--- src/rtl/axi_rd_pkg.sv ---
// Shared definitions for the AXI4 read engine: FSM state encoding,
// RRESP codes and the stride-code decode.
package axi_rd_pkg;

  typedef enum logic [1:0] {
    ST_IDLE,
    ST_ISSUE,
    ST_DRAIN
  } rd_state_e;

  localparam logic [1:0] RESP_OKAY   = 2'b00;
  localparam logic [1:0] RESP_EXOKAY = 2'b01;
  localparam logic [1:0] RESP_SLVERR = 2'b10;
  localparam logic [1:0] RESP_DECERR = 2'b11;

  // Codes 0..4 give 16..256 bytes; 5..7 give 0 so the address repeats.
  function automatic logic [8:0] stride_bytes(input logic [2:0] code);
    if (code <= 3'd4) stride_bytes = 9'd16 << code;
    else              stride_bytes = 9'd0;
  endfunction

endpackage

--- src/rtl/axi_rd_rbuf.sv ---
// Response buffer: synchronous FIFO of {RID,RDATA,RRESP,RLAST} beats.
// Ports:
//   clk, rst       clock, synchronous active-high reset
//   push, wdata    write side (ignored when full)
//   pop            read side (ignored when empty)
//   rdata          head entry (valid when !empty)
//   full, empty    occupancy flags
module axi_rd_rbuf
  import axi_rd_pkg::*;
#(
  parameter int DEPTH = 4,
  parameter int W     = 8
) (
  input  logic         clk,
  input  logic         rst,
  input  logic         push,
  input  logic [W-1:0] wdata,
  input  logic         pop,
  output logic [W-1:0] rdata,
  output logic         full,
  output logic         empty
);

  localparam int AW = $clog2(DEPTH);
  localparam logic [AW:0] FULL_CNT = (AW+1)'(DEPTH);

  logic [W-1:0]  mem [DEPTH];
  logic [AW-1:0] wr_ptr;
  logic [AW-1:0] rd_ptr;
  logic [AW:0]   count;
  logic          do_push;
  logic          do_pop;

  assign full    = (count == FULL_CNT);
  assign empty   = (count == '0);
  assign do_push = push & ~full;
  assign do_pop  = pop & ~empty;
  assign rdata   = mem[rd_ptr];

  always_ff @(posedge clk) begin
    if (rst) begin
      wr_ptr <= '0;
      rd_ptr <= '0;
      count  <= '0;
    end else begin
      if (do_push) begin
        mem[wr_ptr] <= wdata;
        wr_ptr      <= wr_ptr + AW'(1);
      end
      if (do_pop) rd_ptr <= rd_ptr + AW'(1);
      count <= count + {{AW{1'b0}}, do_push} - {{AW{1'b0}}, do_pop};
    end
  end

endmodule

--- src/rtl/axi_rd_engine.sv ---
// AXI4 read master between the LSU and the interconnect. One LSU command
// expands into arnum+1 strided AR bursts, at most MAX_OUTS in flight; R
// beats return to the LSU through a small buffer with RREADY backpressure,
// and axi_lsu_rdone pulses once the whole command has been returned.
// Ports:
//   clk, rst                          clock, synchronous active-high reset
//   AR*, ARVALID/ARREADY              AR channel (ARREGION tied to 0)
//   R*, RVALID/RREADY                 R channel
//   lsu_axi_ar*, lsu_axi_arvld/arrdy  LSU command
//   axi_lsu_r*, axi_lsu_rvld/rrdy     buffered beats to the LSU
//   axi_lsu_rdone                     command-complete pulse
// Optional feature macro AXI_RD_ERR_CAPTURE_EN adds axi_lsu_err and
// axi_lsu_err_id: sticky capture of the first error/invalid-slot beat.
module axi_rd_engine
  import axi_rd_pkg::*;
#(
  parameter int ID_W       = 4,
  parameter int ADDR_W     = 10,
  parameter int DATA_W     = 64,
  parameter int MAX_OUTS   = 8,
  parameter int RBUF_DEPTH = 4
) (
  input  logic              clk,
  input  logic              rst,
  output logic [ID_W-1:0]   ARID,
  output logic [ADDR_W-1:0] ARADDR,
  output logic [7:0]        ARLEN,
  output logic [2:0]        ARSIZE,
  output logic [1:0]        ARBURST,
  output logic [3:0]        ARREGION,
  output logic              ARVALID,
  input  logic              ARREADY,
  input  logic [ID_W-1:0]   RID,
  input  logic [DATA_W-1:0] RDATA,
  input  logic [1:0]        RRESP,
  input  logic              RLAST,
  input  logic              RVALID,
  output logic              RREADY,
  input  logic              lsu_axi_arvld,
  output logic              lsu_axi_arrdy,
  input  logic [ADDR_W-1:0] lsu_axi_araddr,
  input  logic [7:0]        lsu_axi_arlen,
  input  logic [2:0]        lsu_axi_arsize,
  input  logic [1:0]        lsu_axi_arburst,
  input  logic [2:0]        lsu_axi_arstr,
  input  logic [3:0]        lsu_axi_arnum,
  output logic              axi_lsu_rvld,
  input  logic              lsu_axi_rrdy,
  output logic [ID_W-1:0]   axi_lsu_rid,
  output logic [DATA_W-1:0] axi_lsu_rdata,
  output logic [1:0]        axi_lsu_rresp,
  output logic              axi_lsu_rlast,
`ifdef AXI_RD_ERR_CAPTURE_EN
  output logic              axi_lsu_err,
  output logic [ID_W-1:0]   axi_lsu_err_id,
`endif
  output logic              axi_lsu_rdone
);

  localparam int SLOT_W = $clog2(MAX_OUTS);
  localparam int OW     = $clog2(MAX_OUTS + 1);
  localparam int BW     = ID_W + DATA_W + 3;
  localparam logic [OW-1:0] MAX_CNT = OW'(MAX_OUTS);

  rd_state_e         state;
  logic [SLOT_W-1:0] slot_id;
  logic [SLOT_W-1:0] rslot;
  logic [MAX_OUTS-1:0] vld;
  logic [OW-1:0]     outs_cnt;
  logic [OW-1:0]     outs_nxt;
  logic [3:0]        cnt;
  logic [3:0]        arnum;
  logic [2:0]        arstr;
  logic              cmd_hs;
  logic              ar_hs;
  logic              r_hs;
  logic              retire;
  logic              buf_full;
  logic              buf_empty;
  logic [BW-1:0]     buf_rdata;

  assign ARID          = ID_W'(slot_id);
  assign ARREGION      = '0;
  assign lsu_axi_arrdy = ~rst & (state == ST_IDLE);
  assign RREADY        = ~rst & ~buf_full;

  assign cmd_hs   = lsu_axi_arvld & lsu_axi_arrdy;
  assign ar_hs    = ARVALID & ARREADY;
  assign r_hs     = RVALID & RREADY;
  assign rslot    = RID[SLOT_W-1:0];
  assign retire   = r_hs & RLAST & vld[rslot];
  // Issue and retire in the same cycle cancel out.
  assign outs_nxt = outs_cnt + {{(OW-1){1'b0}}, ar_hs} - {{(OW-1){1'b0}}, retire};

  always_ff @(posedge clk) begin
    if (rst) begin
      state         <= ST_IDLE;
      ARVALID       <= 1'b0;
      ARADDR        <= '0;
      ARLEN         <= '0;
      ARSIZE        <= '0;
      ARBURST       <= '0;
      slot_id       <= '0;
      vld           <= '0;
      outs_cnt      <= '0;
      cnt           <= '0;
      arnum         <= '0;
      arstr         <= '0;
      axi_lsu_rdone <= 1'b0;
    end else begin
      axi_lsu_rdone <= 1'b0;
      outs_cnt      <= outs_nxt;
      if (retire) vld[rslot] <= 1'b0;
      // Set after clear so a slot reused in the retire cycle stays valid.
      if (ar_hs) begin
        vld[slot_id] <= 1'b1;
        slot_id      <= slot_id + SLOT_W'(1);
      end
      case (state)
        ST_IDLE: begin
          if (cmd_hs) begin
            ARADDR  <= lsu_axi_araddr;
            ARLEN   <= lsu_axi_arlen;
            ARSIZE  <= lsu_axi_arsize;
            ARBURST <= lsu_axi_arburst;
            arstr   <= lsu_axi_arstr;
            arnum   <= lsu_axi_arnum;
            cnt     <= '0;
            ARVALID <= 1'b1;
            state   <= ST_ISSUE;
          end
        end
        ST_ISSUE: begin
          // ARADDR doubles as the running burst address.
          if (ar_hs) begin
            ARADDR <= ARADDR + ADDR_W'(stride_bytes(arstr));
            cnt    <= cnt + 4'd1;
            if (cnt == arnum) begin
              ARVALID <= 1'b0;
              state   <= ST_DRAIN;
            end else begin
              ARVALID <= (outs_nxt < MAX_CNT);
            end
          end else if (!ARVALID) begin
            ARVALID <= (outs_nxt < MAX_CNT);
          end
        end
        ST_DRAIN: begin
          if (outs_cnt == '0 && buf_empty) begin
            axi_lsu_rdone <= 1'b1;
            state         <= ST_IDLE;
          end
        end
        default: state <= ST_IDLE;
      endcase
    end
  end

  axi_rd_rbuf #(
    .DEPTH(RBUF_DEPTH),
    .W    (BW)
  ) u_rbuf (
    .clk  (clk),
    .rst  (rst),
    .push (r_hs),
    .wdata({RID, RDATA, RRESP, RLAST}),
    .pop  (lsu_axi_rrdy),
    .rdata(buf_rdata),
    .full (buf_full),
    .empty(buf_empty)
  );

  assign axi_lsu_rvld = ~buf_empty;
  assign {axi_lsu_rid, axi_lsu_rdata, axi_lsu_rresp, axi_lsu_rlast} =
    buf_empty ? '0 : buf_rdata;

`ifdef AXI_RD_ERR_CAPTURE_EN
  always_ff @(posedge clk) begin
    if (rst) begin
      axi_lsu_err    <= 1'b0;
      axi_lsu_err_id <= '0;
    end else if (cmd_hs) begin
      axi_lsu_err    <= 1'b0;
      axi_lsu_err_id <= '0;
    end else if (r_hs && !axi_lsu_err && (RRESP != RESP_OKAY || !vld[rslot])) begin
      axi_lsu_err    <= 1'b1;
      axi_lsu_err_id <= RID;
    end
  end
`endif

endmodule

--- config.mk ---
export PLATFORM = sky130hd
export DESIGN_NAME = axi_rd_engine
export DESIGN_NICKNAME = d
export VERILOG_FILES = /design/src/rtl/axi_rd_pkg.sv /design/src/rtl/axi_rd_rbuf.sv /design/src/rtl/axi_rd_engine.sv
export SDC_FILE = /design/constraint.sdc
export NUM_CORES = 1
export LEC_CHECK = 0
export ABC_AREA = 0
export BUFFER_PORTS_ARGS = -buffer_cell sky130_fd_sc_hd__buf_2
export CORE_MARGIN = 8
export CORE_UTILIZATION = 61
export CTS_CLUSTER_DIAMETER = 40
export DETAILED_ROUTE_END_ITERATION = 12
export HOLD_SLACK_MARGIN = 0.05
export PLACE_DENSITY = 0.87
export SETUP_SLACK_MARGIN = 0.5
export SLEW_MARGIN = 5
export SYNTH_ARGS = -nofsm -noshare
export SYNTH_HDL_FRONTEND = slang
export SYNTH_SLANG_ARGS = --single-unit
--- constraint.sdc ---
create_clock -name clk -period 6.6 [get_ports clk]
set_input_delay 0.99 -clock clk [delete_from_list [all_inputs] [get_ports clk]]
set_output_delay 0.99 -clock clk [all_outputs]
set_load 0.02 [all_outputs]
# --- Yosys cells after proc, flatten, opt, wreduce, memory -nomap -nowiden ---
# Memory sizes are Yosys's and may differ from the RTL's. A register that Yosys moved wholly into a read port is not among the register bits.
# Cells that the tools add are included.
totals:
  out_inout_bits: 107
  n_memories: 1
  mem_bits_rw: 284
  inputBits: 107
  reg_bits: 60
  elab_cells: 105
classes:
  eq_ne: 8
  reduce_logical: 12
  n_mux: 36
  n_bitwise: 16
  shifts: 1
  n_addsub: 9
  magnitude_cmp: 6
memory_table:
  columns: ["memory", "depth", "width", "read_ports", "rd_ports_with_merged_regs", "wr", "line", "rtl"]
  rows:
  - ["u_rbuf.mem", 4, 71, 1, 1, 1, "axi_rd_rbuf.sv:27", "logic [W-1:0] mem [DEPTH];"]
op_table:
  columns: ["operator", "count"]
  rows:
  - ["$mux W71", 1]
  - ["$mux W9", 4]
  - ["$mux W8", 3]
  - ["$mux W10", 2]
  - ["$pmux W10 S2", 1]
  - ["$mux W2", 6]
  - ["$mux W1", 11]
  - ["$add A10 B9 Y10", 1]
  - ["$and A1 B1 Y1", 9]
  - ["$shl A5 B3 Y9 const A", 1]
  - ["$and A8 B8 Y8", 1]
  - ["$lt A3 B4 Y1 const B", 2]
  - ["$mux W4", 2]
  - ["$ne A2 B2 Y1 const B", 4]
  - ["$not A8 Y8", 1]
  - ["$or A8 B8 Y8", 1]
  - ["$pmux W4 S2", 1]
  - ["$demux W1 S3", 2]
  - ["$ge A3 B1 Y1 const B", 2]
  - ["$pmux W2 S3", 1]
  - ["$add A2 B1 Y2 const B", 2]
  - ["$add A4 B1 Y4", 1]
  - ["$add A4 B1 Y4 const B", 1]
  - ["$eq A4 B4 Y1", 1]
  - ["other kinds (21)", 27]

# --- Longest topological paths before layout ---
# Gate-level depths: netlist of the first run.
depth:
  word_depth: 11
  depth_mapped: 12

# --- Cells and area by module ---
# From an unflattened synthesis of the first run, not the netlist that was laid out.
hier_totals:
  hier_cells: 812
  area_unflattened_um2: 13950.9
modules_own_cells:
  columns: ["mod", "n_inst", "area_per_inst_um2", "seq_area_each_um2", "cells_per_inst"]
  rows:
  - ["axi_rd_rbuf", 1, 10800.4, 8708.4, 422]
  - ["axi_rd_engine", 1, 3150.5, 1061.0, 390]

# --- Worst setup path before layout of the first run ---
# Ideal clock, no wire load.
synth_timing:
  kind: "input-to-reg"
  from: "in rst"
  to: "mem u_rbuf.mem[0][0] (netlist name), enable pin"
  required_ps: 6163
  t_arrival_ps: 3290
  slack_ps: 2873
  n_path_buf: 2
  path_stages: 4
  cell_sequence: "buf_2 a211oi_2 buf_2 and2_1"
synth_between:
  elab_chain_cells: 7
synth_rtl:
  columns: ["element", "line", "rtl"]
  rows:
  - ["start, declared", "axi_rd_engine.sv:24", "input logic rst,"]
  - ["$not A1 Y1", "axi_rd_engine.sv:85", "assign RREADY = ~rst & ~buf_full;"]
  - ["$and A1 B1 Y1", "axi_rd_engine.sv:85", null]
  - ["$and A1 B1 Y1", "axi_rd_engine.sv:89", "assign r_hs = RVALID & RREADY;"]
  - ["$and A1 B1 Y1", "axi_rd_rbuf.sv:36", "assign do_push = push & ~full;"]
  - ["via u_rbuf.do_push", "axi_rd_rbuf.sv:31", "logic do_push;"]
  - ["$mux W1", "axi_rd_rbuf.sv:46", "if (do_push) begin"]
  - ["$mux W1", "axi_rd_rbuf.sv:41", "if (rst) begin"]
  - ["$mux W1 (not written as such)", "axi_rd_rbuf.sv:47", "mem[wr_ptr] <= wdata;"]
  - ["end, declared", "axi_rd_rbuf.sv:27", null]
# The timed path passes the listed nets, and every way through them passes these cells.

==> results.py, run 1 <==
metrics = {
    "setup_path": {
        "cp.required_ns": 5.61,
        "worstSetupPathType": "reg -> out",
        "crit_fanout": 52,
        "setup.worst_path.start_class": "flop",
        "r2r_slack_ns": 3.88,
        "cp_slowest_stage_delay_ns": 1.00,
        "cp_slowest_cell": "dfxtp_4",
        "critPathArrivalTime_ns": 3.02,
        "crit_buf_inv": 2,
        "setup.worst_path.end_class": "primary output",
        "critical_path.top_delay_family": "flip-flops",
        "crit_chain": "buf_4 > mux4_2 > and2_1 > buf_2",
    },
    "power_and_ir_drop": {
        "clkPwrFrac": 0.347,
        "p_leak_uw": 0.00594,
        "p_int_uw": 4570,
        "seq_power_share": 0.410,
        "swShare": 0.295,
        "ir_drop_mv": 0.312,
        "switchingPower_uw": 1910,
        "p_comb_frac": 0.243,
        "power.density_nw_per_um2": 394,
    },
    "timing": {
        "rsz0062_at_grt": "no",
        "period_needed_ns": 4.01,
        "setup_viol": 0,
        "tightest_slew_ns": 1.09,
        "finalHoldViolations": 0,
        "max_freq_mhz": 249,
        "hold_ws_ns": 0.450,
        "final.setup.tns_ns": 0,
        "drv_slew": 0,
        "relSlewSlack": 0.275,
        "fin_worst_skew_ns": 0.0118,
        "finalCritPeriodShare": 0.608,
    },
    "global_routing": {
        "grt_pass1_vias": 8100,
        "antenna_found_initial": 4,
        "grt_max_degree": 76,
        "grt-ovfl-total": 0,
        "track_usage": 0.205,
        "grt_pass1_wl_mm": 44.9,
    },
    "clock_network": {
        "cts_resized": 0,
        "cts_sinks": 346,
        "cts_setup_buffers": 0,
        "cts.clk_slew.worst_paths_ns": 0.05,
        "cts_buffers": 39,
        "htreeDepth": 2,
        "cts_buffer_depth": 3,
        "holdBufCountCts": 0,
        "cts_tree": "yes",
        "cts-root-buf": "clkbuf_16",
        "clk_latency_ns": 0.52,
    },
    "floorplan": {
        "die_area_um2": 27800,
        "num_io_pins": 214,
        "die_h_um": 167,
        "fp.dieW_um": 167,
        "num_rows": 55,
        "initial_core_util": 0.617,
        "design.core.area_um2": 22400,
    },
    "logic_synthesis": {
        "yosysWarnings": 0,
        "synth_mux_area_frac": 0.120,
        "synth_cells": 813,
        "netlist_area_um2": 13800,
        "synth_top_family_by_area": "multiplexers",
        "synthSimpleGateAreaFrac": 0.0853,
        "synth_compound_gate_area_share": 0.0369,
        "async_flop_share": 0,
        "syn_avg_cell_area_um2": 17.0,
        "synth-seq-cells": 346,
        "yosysTopAreaCellShare": 0.616,
        "ys.flop_type": "edfxtp_1",
        "synthDistinctLibCells": 64,
        "yosysTopAreaCell": "edfxtp_1",
        "seq_area_frac_synth": 0.706,
        "synth_fa_ha_area_frac": 0.0206,
        "synth_edf_count": 284,
        "synth.area.top_cells": "edfxtp_1 (62%), mux4_2 (12%), dfxtp_1 (9.0%)",
        "synth-xor-area-share": 0.00823,
    },
    "layout": {
        "final_cell_mix": "edfxtp_1 (284), buf_2 (208), and2_1 (73)",
        "nets": 1149,
        "final_common_cell": "edfxtp_1",
        "drive_gt1_frac": 0.362,
        "fillers": 1354,
        "areaGrowthSynthToFinish_pct": 18.9,
    },
    "routing": {
        "route.detailed.wl_per_inst_um": 21.6,
        "drt_iter0_markers": 605,
        "drt_drc_violations_left": 0,
        "routed_wl_mm": 29.0,
        "drt-pass1-iter-count": 5,
        "viasPerCell": 5.79,
        "final_antenna_net_count": 0,
        "vias": 7762,
    },
    "min_path": {
        "hp-class": "reg -> reg",
    },
    "run_status": {
        "run_status": "completed",
    },
    "placed_design": {
        "place_hpwl_mm": 17.3,
        "gp_congestion": 0.848,
        "io_buffers": 208,
    },
    "flow_run": {
        "max-cap-violations": 0,
    },
}
==> power by group through the flow <==
stage / sequential, uW / clock (uW) / combinational [uW]
floorplan: 2590 / 0 / 1170
global placement: 2700 / 0 / 1560
detailed placement: 2710 / 0 / 1590
CTS: 2670 / 2280 / 1600
global route: 2680 / 2360 / 1700
finish: 2660 / 2250 / 1570
==> kinds of logic after synthesis <==
logic type / count (synthesis)
compound gates: 73
xor+xnor: 13
fa+ha+maj: 21
flops: 346
simple gates: 214
mux: 75
other cells: 1
buf+inv: 70
==> tightest hold or removal path: cells and delay by family (launching register included) <==
| family | cells | cell delay, ns |
|---|---|---|
| compound gates | 1 | 0.05 |
| flops | 1 | 0.30 |
| simple gates | 1 | 0.05 |
==> registers in the layout, indices dropped and copies added (netlist names), named ones only <==
| name | count |
|---|---|
| slot_id | 3 |
| ARSIZE | 3 |
| vld | 8 |
| ARBURST | 2 |
| ARADDR | 10 |
| outs_cnt | 4 |
| ARLEN | 8 |
| u_rbuf.wr_ptr | 2 |
| state | 2 |
| ARVALID | 1 |
| cnt | 4 |
| arnum | 4 |
| axi_lsu_rdone | 1 |
| u_rbuf.count | 3 |
| u_rbuf.mem | 284 |
| u_rbuf.rd_ptr | 2 |
| arstr | 3 |
==> synth_stat cells (4+ instances only) <==
library cell,n
a211oi_2,4
a21oi_1,35
a311oi_1,4
a31oi_1,4
and2_1,77
buf_2,12
buf_4,6
clkbuf_1,27
dfxtp_1,62
edfxtp_1,284
ha_1,18
inv_1,19
mux4_2,72
nand2_1,60
nand3_1,8
nor2_1,25
nor2b_1,6
nor3_1,6
nor3b_1,5
xnor2_1,5
xor2_1,8
==> final cells by class <==
type,count,area (um2),share of cell area
timing repair buffer,214,1090,0.0660
clock buffer,41,1000,0.0611
clock inverter,31,370,0.0225
antenna,3,7.51,0.000456
inverter,19,71.3,0.00433
tap,285,357,0.0217
sequential,346,9780,0.594
multi-input combinational,401,3780,0.230
==> stage by stage <==
step                      instance area (um2)  setup slack (ns)  total power [uW]   util  instances
after detailed placement                15100              3.01              4300  0.672       1265
after CTS                               16400              2.48              6550  0.733       1337
after global placement                  15100              3.01              4260  0.672       1265
after global routing                    16500              2.35              6740  0.734       1340
after floorplan                         13900              2.87              3770      -        817
final                                   16500              2.59              6480  0.734       1340
==> path summary, 6_finish.rpt <==
path,end,startpoint,cells past startpoint
hold reg to reg,ARLEN[4]$_SDFFE_PP0P_,ARLEN[4]$_SDFFE_PP0P_,2
hold / removal,ARLEN[4]$_SDFFE_PP0P_,ARLEN[4]$_SDFFE_PP0P_,2
setup reg to reg,u_rbuf.count[2]$_SDFF_PP0_,u_rbuf.count[1]$_SDFF_PP0_,10
setup / recovery,axi_lsu_rdata[7],flop,4
==> per-layer routing <==
metal | GRT usage | part of all wire
met2 | 0.348 | 0.50
met4 | 0.0552 | 0.018
met3 | 0.0478 | 0.067
met5 | 0 | 0.00035
met1 | 0.261 | 0.41
Power figures use the tool's default switching activity.
==> inputs of run 2 (changes only) <==
--- a/config.mk
+++ b/config.mk
@@ -8,11 +8,11 @@
 export ABC_AREA = 0
 export BUFFER_PORTS_ARGS = -buffer_cell sky130_fd_sc_hd__buf_2
 export CORE_MARGIN = 8
-export CORE_UTILIZATION = 61
+export CORE_UTILIZATION = 57
 export CTS_CLUSTER_DIAMETER = 40
 export DETAILED_ROUTE_END_ITERATION = 12
 export HOLD_SLACK_MARGIN = 0.05
-export PLACE_DENSITY = 0.87
+export PLACE_DENSITY = 0.82
 export SETUP_SLACK_MARGIN = 0.5
 export SLEW_MARGIN = 5
 export SYNTH_ARGS = -nofsm -noshare
==> constraint.sdc (replaced) <==
create_clock -name clk -period 3.82 [get_ports clk]
set_input_delay 0.573 -clock clk [delete_from_list [all_inputs] [get_ports clk]]
set_output_delay 0.573 -clock clk [all_outputs]
set_load 0.02 [all_outputs]
==> results.py, run 2 (synthesis results as in run 1) <==
metrics = {
    "routing": {
        "dr_wl_met3_mm": 2.31,
        "final_antenna_net_count": 0,
        "top_layer_used": "met5",
        "wl_met2_mm": 14.4,
        "routed_wl_mm": 28.4,
        "drt_iter0_markers": 595,
        "vias": 7826,
        "drt_drc_violations_left": 0,
        "wl_met1_mm": 11.4,
        "viasPerCell": 5.63,
        "drt-pass1-iter-count": 4,
        "route.detailed.wl_per_inst_um": 20.5,
    },
    "clock_network": {
        "cts_resized": 0,
        "cts_buffers": 42,
        "cts_buffer_depth": 3,
        "cts_sinks": 346,
        "cts_tree": "yes",
        "clk_latency_ns": 0.51,
        "cts-root-buf": "clkbuf_16",
        "holdBufCountCts": 0,
        "htreeDepth": 2,
        "cts.clk_slew.worst_paths_ns": 0.06,
        "cts_setup_buffers": 0,
    },
    "setup_path": {
        "cp_slowest_cell": "dfxtp_4",
        "crit_chain": "buf_4 > mux4_2 > and2_1 > buf_2",
        "cp_slowest_stage_delay_ns": 0.65,
        "r2r_slack_ns": 1.16,
        "critical_path.top_delay_family": "flip-flops",
        "worstSetupPathType": "reg -> out",
        "timing.rr.start": "u_rbuf.count[1]$_SDFF_PP0_",
        "crit_buf_inv": 2,
        "cp.required_ns": 3.25,
        "setup.worst_path.end_class": "primary output",
        "crit_fanout": 21,
        "setup.worst_path.start_class": "flop",
        "critPathArrivalTime_ns": 2.43,
    },
    "timing": {
        "hold_ws_ns": 0.268,
        "finalCritPeriodShare": 0.787,
        "rsz0062_at_grt": "no",
        "period_needed_ns": 3.01,
        "drv_slew": 0,
        "setup_viol": 0,
        "tightest_slew_ns": 0.729,
        "max_freq_mhz": 333,
        "relSlewSlack": 0.514,
        "final.setup.tns_ns": 0,
        "fin_worst_skew_ns": 0.00821,
        "finalHoldViolations": 0,
    },
    "layout": {
        "final_cells": 1389,
        "final_cell_mix": "edfxtp_1 (284), buf_2 (208), and2_1 (73)",
        "largestRegisters": "u_rbuf.mem (284), ARADDR (10)",
        "regMostFlops": "u_rbuf.mem",
        "largest_reg_flops": 284,
        "multi_input_area_um2": 3780,
        "nets": 1158,
        "areaGrowthSynthToFinish_pct": 20.7,
        "drive_gt1_frac": 0.362,
        "fillers": 1613,
        "final_common_cell": "edfxtp_1",
        "final-seq-area_um2": 9780,
    },
    "floorplan": {
        "num_io_pins": 214,
        "die_h_um": 172,
        "design.core.area_um2": 24100,
        "num_rows": 57,
        "die_area_um2": 29500,
        "initial_core_util": 0.574,
        "fp.dieW_um": 172,
    },
    "global_routing": {
        "grt-ovfl-total": 0,
        "antenna_found_initial": 3,
        "track_usage": 0.194,
        "grt_pass1_wl_mm": 44.4,
        "grt_max_degree": 75,
        "grt_pass1_vias": 8181,
    },
    "power_and_ir_drop": {
        "power.density_nw_per_um2": 683,
        "ir_drop_mv": 0.365,
        "p_leak_uw": 0.00603,
    },
    "placed_design": {
        "gp_congestion": 0.850,
        "io_buffers": 208,
        "dp.cells": 1310,
        "place_hpwl_mm": 17.6,
    },
    "run_status": {
        "run_status": "completed",
    },
    "flow_run": {
        "max-cap-violations": 0,
    },
    "min_path": {
        "hp-class": "in -> reg",
        "hold_start": "RDATA[55]",
    },
}
==> run 2: cell count changes in the layout (fill, tap and decap cells not counted), sizes merged, moves of 2 or more <==
| cell | change |
|---|---|
| clkbuf | +8 |
| buf | +6 |
| clkinv | -2 |
| diode | -2 |
| inv | +2 |
==> run 2: path summary, 6_finish.rpt <==
check	end	cells past startpoint
worst max-delay path	axi_lsu_rdata[38]	4
worst min-delay path	u_rbuf.mem[1][58]$_DFFE_PP_	1
worst max register to register	ARVALID$_SDFFE_PP0P_	12
worst min register to register	ARLEN[2]$_SDFFE_PP0P_	2
==> run 2: per-layer routing <==
layer  up-vias  track usage
li1       3557            -
met3        29       0.0512
met1      3932        0.247
met5         -            0
met4         6       0.0427
met2       302        0.331
==> run 2: layout make-up <==
cell class / count / area share
timing repair buffer: 220 / 0.0722
sequential: 346 / 0.585
tap: 324 / 0.0243
clock buffer: 49 / 0.0683
multi-input combinational: 401 / 0.226
inverter: 19 / 0.00427
antenna: 1 / 0.000150
clock inverter: 29 / 0.0194
==> run 2: power breakdown <==
group          internal, uW  total (uW)  leakage [uW]  switching (uW)
registers              4310        4490       0.00308             175
logic                  1200        2860       0.00224            1660
clock network          2560        4060      0.000710            1500
total                  8080       11400       0.00603            3330
==> run 2: through the flow <==
step,cell area [um2],utilization,setup WS [ns],total power [uW]
after floorplan,13900,-,0.510,6510
after global placement,15200,0.632,0.874,7440
after detailed placement,15200,0.632,0.771,7480
after CTS,16700,0.693,0.735,11600
after global routing,16700,0.693,0.646,11900
final,16700,0.693,0.815,11400
